--- config.mk ---
export PLATFORM = sky130hd
export DESIGN_NAME = mem_wb_stage_flat
export DESIGN_NICKNAME = d
export VERILOG_FILES = /design/src/rtl/mem_wb_stage_if.sv /design/src/rtl/mem_wb_stage.sv /design/src/flat_wrapper.sv
export SDC_FILE = /design/constraint.sdc
export NUM_CORES = 1
export LEC_CHECK = 0
export CAP_MARGIN = 25
export CELL_PAD_IN_SITES_DETAIL_PLACEMENT = 1
export CELL_PAD_IN_SITES_GLOBAL_PLACEMENT = 2
export CORE_MARGIN = 2
export CORE_UTILIZATION = 25
export CTS_CLUSTER_SIZE = 40
export DETAILED_ROUTE_END_ITERATION = 12
export PLACE_DENSITY_LB_ADDON = 0.1
export SETUP_SLACK_MARGIN = 0.5
export SLEW_MARGIN = 0
export SYNTH_ARGS = -nofsm -noshare
export SYNTH_HDL_FRONTEND = slang
export SYNTH_SLANG_ARGS = --single-unit
--- constraint.sdc ---
create_clock -name clk -period 4.1 [get_ports clk]
set_input_delay 0.82 -clock clk [delete_from_list [all_inputs] [get_ports clk]]
set_output_delay 0.82 -clock clk [all_outputs]
set_load 0.02 [all_outputs]
--- src/rtl/mem_wb_stage_if.sv ---
// Memory-to-writeback bus: Memory-stage instruction fields in, writeback results and stall out.
interface mem_wb_stage_if;
    logic        valid_m;
    logic        flush_m;
    logic        RegWriteM;
    logic [1:0]  ResultSrcM;
    logic        is_load_m;
    logic [2:0]  funct3M;
    logic [31:0] ALUResultM;
    logic [31:0] RdataM;
    logic        dmem_rvalid;
    logic [4:0]  RdM;
    logic [31:0] PCPlus4M;

    logic        stall_req;
    logic        validW;
    logic        RegWriteW;
    logic [4:0]  RdW;
    logic [31:0] ResultW;
    logic        misalign_err;
    logic        timeout_err;

    modport master (
        output valid_m, flush_m, RegWriteM, ResultSrcM, is_load_m, funct3M,
               ALUResultM, RdataM, dmem_rvalid, RdM, PCPlus4M,
        input  stall_req, validW, RegWriteW, RdW, ResultW, misalign_err, timeout_err
    );

    modport slave (
        input  valid_m, flush_m, RegWriteM, ResultSrcM, is_load_m, funct3M,
               ALUResultM, RdataM, dmem_rvalid, RdM, PCPlus4M,
        output stall_req, validW, RegWriteW, RdW, ResultW, misalign_err, timeout_err
    );
endinterface

--- src/rtl/mem_wb_stage.sv ---
// MEM/WB pipeline register with load-response wait, load data extraction,
// misalignment detection and a watchdog that abandons loads whose response never arrives.
module mem_wb_stage #(
    parameter int TIMEOUT_CYCLES = 255
) (
    input logic            clk,
    input logic            rst_n,
    mem_wb_stage_if.slave  bus
);

    typedef enum logic {IDLE, WAIT} state_t;

    localparam logic [9:0] LAST_WAIT = 10'(TIMEOUT_CYCLES - 1);

    state_t      state, next_state;
    logic [9:0]  wait_cnt;
    logic        capture;
    logic        expire;
    logic        stall;
    logic        misaligned;
    logic [31:0] load_data;
    logic [31:0] result;

    always_ff @(posedge clk or negedge rst_n) begin
        if (!rst_n)
            state <= IDLE;
        else
            state <= next_state;
    end

    // The counter sits at zero in IDLE, so every entry into WAIT starts a fresh count.
    always_ff @(posedge clk or negedge rst_n) begin
        if (!rst_n)
            wait_cnt <= '0;
        else if (state == IDLE)
            wait_cnt <= '0;
        else
            wait_cnt <= wait_cnt + 10'd1;
    end

    always_comb begin
        next_state = state;
        capture    = 1'b0;
        expire     = 1'b0;
        stall      = 1'b0;
        case (state)
            IDLE: begin
                if (bus.valid_m && !bus.flush_m) begin
                    if (!bus.is_load_m || bus.dmem_rvalid) begin
                        capture = 1'b1;
                    end else begin
                        stall      = 1'b1;
                        next_state = WAIT;
                    end
                end
            end
            WAIT: begin
                // A response arriving in the expiry cycle wins over the watchdog.
                if (bus.dmem_rvalid) begin
                    capture    = 1'b1;
                    next_state = IDLE;
                end else if (wait_cnt == LAST_WAIT) begin
                    expire     = 1'b1;
                    next_state = IDLE;
                end else begin
                    stall = 1'b1;
                end
            end
            default: next_state = IDLE;
        endcase
    end

    assign bus.stall_req = rst_n & stall;

    always_comb begin
        misaligned = 1'b0;
        if (bus.is_load_m) begin
            case (bus.funct3M)
                3'b000, 3'b100: misaligned = 1'b0;
                3'b001, 3'b101: misaligned = bus.ALUResultM[0];
                default:        misaligned = (bus.ALUResultM[1:0] != 2'b00);
            endcase
        end
    end

    always_comb begin
        logic [7:0]  lane_byte;
        logic [15:0] lane_half;
        case (bus.ALUResultM[1:0])
            2'b00:   lane_byte = bus.RdataM[7:0];
            2'b01:   lane_byte = bus.RdataM[15:8];
            2'b10:   lane_byte = bus.RdataM[23:16];
            default: lane_byte = bus.RdataM[31:24];
        endcase
        lane_half = bus.ALUResultM[1] ? bus.RdataM[31:16] : bus.RdataM[15:0];
        case (bus.funct3M)
            3'b000:  load_data = {{24{lane_byte[7]}}, lane_byte};
            3'b001:  load_data = {{16{lane_half[15]}}, lane_half};
            3'b100:  load_data = {24'd0, lane_byte};
            3'b101:  load_data = {16'd0, lane_half};
            default: load_data = bus.RdataM;
        endcase
    end

    always_comb begin
        case (bus.ResultSrcM)
            2'b01:   result = load_data;
            2'b10:   result = bus.PCPlus4M;
            default: result = bus.ALUResultM;
        endcase
    end

    // A timed-out load still retires so the pipeline sees it leave, but never writes.
    always_ff @(posedge clk or negedge rst_n) begin
        if (!rst_n) begin
            bus.validW       <= 1'b0;
            bus.RegWriteW    <= 1'b0;
            bus.RdW          <= '0;
            bus.ResultW      <= '0;
            bus.misalign_err <= 1'b0;
            bus.timeout_err  <= 1'b0;
        end else begin
            bus.validW       <= capture | expire;
            bus.RegWriteW    <= capture & bus.RegWriteM & (bus.RdM != 5'd0) & ~misaligned;
            bus.misalign_err <= capture & misaligned;
            bus.timeout_err  <= bus.timeout_err | expire;
            if (capture || expire)
                bus.RdW <= bus.RdM;
            if (capture)
                bus.ResultW <= result;
        end
    end

endmodule

--- src/flat_wrapper.sv ---
// flat-port wrapper written by rule: the top's interface ports become plain ports
module mem_wb_stage_flat 
#(
    parameter int TIMEOUT_CYCLES = 255
)
  (clk, rst_n, bus_valid_m, bus_flush_m, bus_RegWriteM, bus_ResultSrcM, bus_is_load_m, bus_funct3M, bus_ALUResultM, bus_RdataM, bus_dmem_rvalid, bus_RdM, bus_PCPlus4M, bus_stall_req, bus_validW, bus_RegWriteW, bus_RdW, bus_ResultW, bus_misalign_err, bus_timeout_err);
  mem_wb_stage_if bus_i ();
  input logic clk;
  input logic rst_n;
  input wire logic [$bits(bus_i.valid_m)-1:0] bus_valid_m;
  input wire logic [$bits(bus_i.flush_m)-1:0] bus_flush_m;
  input wire logic [$bits(bus_i.RegWriteM)-1:0] bus_RegWriteM;
  input wire logic [$bits(bus_i.ResultSrcM)-1:0] bus_ResultSrcM;
  input wire logic [$bits(bus_i.is_load_m)-1:0] bus_is_load_m;
  input wire logic [$bits(bus_i.funct3M)-1:0] bus_funct3M;
  input wire logic [$bits(bus_i.ALUResultM)-1:0] bus_ALUResultM;
  input wire logic [$bits(bus_i.RdataM)-1:0] bus_RdataM;
  input wire logic [$bits(bus_i.dmem_rvalid)-1:0] bus_dmem_rvalid;
  input wire logic [$bits(bus_i.RdM)-1:0] bus_RdM;
  input wire logic [$bits(bus_i.PCPlus4M)-1:0] bus_PCPlus4M;
  output wire logic [$bits(bus_i.stall_req)-1:0] bus_stall_req;
  output wire logic [$bits(bus_i.validW)-1:0] bus_validW;
  output wire logic [$bits(bus_i.RegWriteW)-1:0] bus_RegWriteW;
  output wire logic [$bits(bus_i.RdW)-1:0] bus_RdW;
  output wire logic [$bits(bus_i.ResultW)-1:0] bus_ResultW;
  output wire logic [$bits(bus_i.misalign_err)-1:0] bus_misalign_err;
  output wire logic [$bits(bus_i.timeout_err)-1:0] bus_timeout_err;
  assign bus_i.valid_m = bus_valid_m;
  assign bus_i.flush_m = bus_flush_m;
  assign bus_i.RegWriteM = bus_RegWriteM;
  assign bus_i.ResultSrcM = bus_ResultSrcM;
  assign bus_i.is_load_m = bus_is_load_m;
  assign bus_i.funct3M = bus_funct3M;
  assign bus_i.ALUResultM = bus_ALUResultM;
  assign bus_i.RdataM = bus_RdataM;
  assign bus_i.dmem_rvalid = bus_dmem_rvalid;
  assign bus_i.RdM = bus_RdM;
  assign bus_i.PCPlus4M = bus_PCPlus4M;
  assign bus_stall_req = bus_i.stall_req;
  assign bus_validW = bus_i.validW;
  assign bus_RegWriteW = bus_i.RegWriteW;
  assign bus_RdW = bus_i.RdW;
  assign bus_ResultW = bus_i.ResultW;
  assign bus_misalign_err = bus_i.misalign_err;
  assign bus_timeout_err = bus_i.timeout_err;
  mem_wb_stage #(.TIMEOUT_CYCLES(TIMEOUT_CYCLES)) u_core (.clk(clk), .rst_n(rst_n), .bus(bus_i));
endmodule
## Word level (Yosys, flattened, before mapping)

Cells that the tools add are included.

- Equal/unequal tests: 8
- Bitwise gates (word level): 9
- Multiplexer cells: 19
- Reductions and logical operators: 11
- Add/subtract/negate cells: 1

Operators with widths:

| kind | count |
|---|---|
| 32-bit case mux with 4 select lines | 1 |
| 32-bit case mux with 2 select lines | 1 |
| 8-bit case mux with 3 select lines | 1 |
| 16-bit 2-to-1 mux | 1 |
| 1-bit 2-to-1 mux | 11 |
| 10-bit by 1-bit adder with 10-bit output, second input constant | 1 |
| 10-bit by 8-bit == test with 1-bit output, second input constant | 1 |
| 10-bit 2-to-1 mux | 1 |
| 3-bit == test, second input constant | 2 |
| 1-bit case mux with 2 select lines | 3 |
| 1-bit bitwise AND | 5 |
| 5-bit nonzero test | 1 |
| 2-bit by 1-bit == test with 1-bit output, second input constant | 2 |
| 2-bit == test, second input constant | 2 |
| 2-bit OR reduction | 2 |
| 3-bit by 1-bit == test with 1-bit output, second input constant | 1 |
| 3-bit zero test | 1 |
| 1-bit zero test | 2 |
| 2-bit zero test | 1 |
| 1-bit logical OR | 2 |
| 1-bit NOT | 2 |
| 1-bit OR | 2 |
| 2-bit nonzero test | 1 |
| 1-bit logical AND | 1 |

- Output and inout bits: 42
- Word-level logic and storage cells: 56
- Register bits after elaboration: 52

## Logic depth before layout (Yosys ltp)

- Depth in word-level cells: 8
- Depth in mapped cells: 8

## Worst setup path before layout

No wires, ideal clock.

- Kind: input to output
- Start point: input bus_valid_m
- End point: output bus_stall_req
- Stages: 4
- Slack: 1.768 ns
- Arrival time: 1.512 ns
- Cell sequence: nor2b_1 > nand3b_1 > a21oi_1 > and2_1

- Longest elaborated chain between the ends: 4

Ends and longest elaborated chain:

| what | line | source |
|---|---|---|
| start, declared | flat_wrapper.sv:10 | `input wire logic [$bits(bus_i.valid_m)-1:0] bus_valid_m;` |
| 1-bit logical AND | mem_wb_stage.sv:48 | `if (bus.valid_m && !bus.flush_m) begin` |
| 1-bit 2-to-1 mux | -- |  |
| 1-bit case mux with 2 select lines | -- |  |
| net u_core.next_state | mem_wb_stage.sv:15 | `state_t state, next_state;` |
| 1-bit bitwise AND | mem_wb_stage.sv:73 | `assign bus.stall_req = rst_n & stall;` |
| end, declared | flat_wrapper.sv:21 | `output wire logic [$bits(bus_i.stall_req)-1:0] bus_stall_req;` |

The timed path passes the listed nets, and every way through them passes these cells.

## Final worst setup path

Ends and elaborated chain as after synthesis.

==> qor.yml <==
finish:
  final_nets: 601
  area_growth_pct: 57.77
  fill_cells: 1459
  drive_gt1_share_pct: 8.454
  final_util_pct: 40.37
  diodes: 0
power_and_ir_drop:
  p_leak_nw: 2.009
  ir_worst_vdd_v: 0.0001667
  power.density_nw_per_um2: 361.2
sta:
  drv_slew: 0
  max_freq_mhz: 292.0
  post-route-period-util_pct: 83.54
  finalWorstPathRequiredPeriod_ns: 3.425
  setup_tns_ns: 0
  hold_viol: 0
  slew_headroom_pct: 50.23
  rsz0062_at_grt: "no"
  skew_ns: 0.003479
  finalSetupViolations: 0
  worst_slew_pin_slew_ns: 0.7450
yosys:
  ys_types: 52
  ys_warn_count: 0
  synth_seq_cells: 52
  avgSynthCellArea_um2: 9.470
  synth_top_flop_cell: "dfrtp_1"
  yosysTopAreaCell: "dfrtp_1"
  synth_edf_count: 0
  netlist_area_um2: 3229
  syn_nets: 458
  async_reset_ff_share_pct: 100.0
  yosysSeqAreaShare_pct: 40.29
  synth.top_cell.area_share_pct: 40.29
  synthTopCellsByArea: "dfrtp_1 40%, a22oi_1 6.5%, o21ai_0 4.6%"
  synthCells: 341
cts:
  root_buffer: "clkbuf_16"
  clockBufferDepth: 2
  numCtsBuffers: 5
  clk_pin_slew_ns: 0.07
  cts_setup_buffers: 0
  ctsHtreeMaxLevel: 2
  clk_latency_ns: 0.29
  clock-sinks: 52
  postCtsHoldBufs: 0
  cts_tree: "done"
  cts-resized-gates: 0
run_status:
  status: "complete, no violations"
global_routing:
  grt_start_max_net_pins: 53
  antenna_found_initial: 0
  grt_pass1_vias: 3666
  grt-ovfl-total: 0
  grtUsageTotal_pct: 19.46
  grt_pass1_wl_um: 21120
detailed_routing:
  routed_wl_um: 13520
  vias_per_cell: 5.082
  wl_per_cell_um: 20.57
  drtAntennaViolNets: 0
  vias: 3339
  dr.first_iter.drc_count: 255
  drc: 0
  drt_first_pass_iters: 5
placed_design:
  dp_hpwl_um: 10160
  place.gp.congestion: 0.7818
  io_buffers: 154
floorplanning:
  die-area_um2: 13840
  num_rows: 41
  initial_core_util_pct: 25.59
  ioPinCount: 155
  die_x_um: 117.7
  die_y_um: 117.7
  core_area_um2: 12620
critical_path:
  critPathMaxFanout: 3
  cp-start-kind: "input pin"
  critPathKind: "input pin to output pin"
  arrival_ns: 2.61
  worstPathRequired_ns: 3.28
  rrSetupSlack_ns: 1.95
  critPathCaptureType: "output pin"
run:
  drv_cap: 0
worst_hold_path:
  hold_path.class: "register to register"
final cells by class:
class	count	area, um2	share of cell area, %
multi-input combinational	251	1762	34.58
timing repair buffer	163	1604	31.48
sequential	52	1301	25.54
tap	172	215.2	4.224
clock buffer	5	125.1	2.456
clock inverter	3	46.29	0.9086
inverter	11	41.29	0.8104
flip-flops by register name, indices dropped and copies added (netlist names):
register / flops
u_core.bus.ResultW: 32
u_core.wait_cnt: 10
u_core.bus.RdW: 5
u_core.bus.RegWriteW: 1
u_core.bus.misalign_err: 1
u_core.bus.timeout_err: 1
u_core.bus.validW: 1
u_core.state: 1
final timing paths:
path / cells after the start / startpoint / endpoint
max in group asynchronous: 2 / rst_n / u_core.bus.ResultW[5]$_DFFE_PN0P_
min in group asynchronous: 2 / rst_n / u_core.bus.ResultW[31]$_DFFE_PN0P_
hold reg to reg: 1 / u_core.bus.timeout_err$_DFF_PN0_ / u_core.bus.timeout_err$_DFF_PN0_
hold / removal: 1 / u_core.bus.timeout_err$_DFF_PN0_ / u_core.bus.timeout_err$_DFF_PN0_
setup / recovery: 6 / bus_valid_m / bus_stall_req
setup reg to reg: 4 / u_core.state$_DFF_PN0_ / u_core.bus.RdW[2]$_DFFE_PN0P_
Yosys cell counts (all sizes together), types with 6 or more instances:
library cell,instances
a21oi,10
a222oi,6
a22oi,38
a31oi,7
and2,10
buf,8
clkbuf,19
dfrtp,52
inv,11
mux2,6
mux2i,11
nand2,33
nand2b,14
nor2b,6
o2111ai,8
o21ai,30
or3,6
layout by cell type, fill, tap and decap left out, types with 7 or more instances in the layout:
| cell type | Yosys | layout |
|---|---|---|
| clkdlybuf4s50_1 | 0 | 153 |
| dfrtp_1 | 52 | 52 |
| nand2_1 | 33 | 33 |
| o21ai_0 | 30 | 30 |
| a22oi_1 | 28 | 28 |
| nand2b_1 | 14 | 14 |
| inv_1 | 11 | 11 |
| mux2i_1 | 11 | 11 |
| and2_1 | 10 | 10 |
| a21oi_1 | 10 | 10 |
| a22oi_2 | 10 | 10 |
| buf_4 | 0 | 9 |
| o2111ai_1 | 8 | 8 |
| a31oi_1 | 7 | 7 |
kinds of logic after synthesis:
group | after synthesis | share of synthesized area (%)
AO/OA/AOI/OAI | 125 | 28.56
AND/OR/NAND/NOR | 98 | 16.58
flip-flops | 52 | 40.29
buffers and inverters | 38 | 5.191
multiplexers | 18 | 6.199
XOR/XNOR | 6 | 1.627
adder cells (fa/ha/maj) | 4 | 1.550
per-layer routing:
metal  vias to the layer above  wire, um  global-route usage, %  share of wire (%)
met5                         -         0                      0                  0
met4                         0       107                  3.539               0.79
met3                         9       683                  3.295                5.1
met2                       102      6496                  33.18                 48
met1                      1657      6229                  26.10                 46
li1                       1571         -                      -                  -
worst max-delay path: stages:
cell and delay (ns):
clkdlybuf4s50_1 0.46, nor2b_1 0.27, nand3b_1 0.11, a21oi_1 0.18, and2_1 0.16, clkdlybuf4s50_1 0.61
through the flow:
stage | hold WS (ns) | setup slack (ns) | power [mW] | cell area, um2 | cells
after global placement | 0.4642 | 0.6756 | 1.344 | 4923 | 649
after floorplan | 0.4644 | 1.768 | 0.9680 | 3229 | 341
after CTS | 0.4843 | 0.6607 | 1.873 | 5095 | 657
final | 0.4757 | 0.6750 | 1.840 | 5095 | 657
after detailed placement | 0.4656 | 0.6717 | 1.355 | 4923 | 649
after global routing | 0.5185 | 0.5261 | 1.939 | 5095 | 657
power by group:
| group | internal (mW) | total [mW] | switching, mW | leakage [nW] |
|---|---|---|---|---|
| Combinational | 0.347 | 0.687 | 0.341 | 1.27 |
| Sequential | 0.600 | 0.652 | 0.0515 | 0.653 |
| Clock | 0.292 | 0.501 | 0.209 | 0.0857 |
| Total | 1.24 | 1.84 | 0.601 | 2.01 |
(Power assumes the default switching activity.)
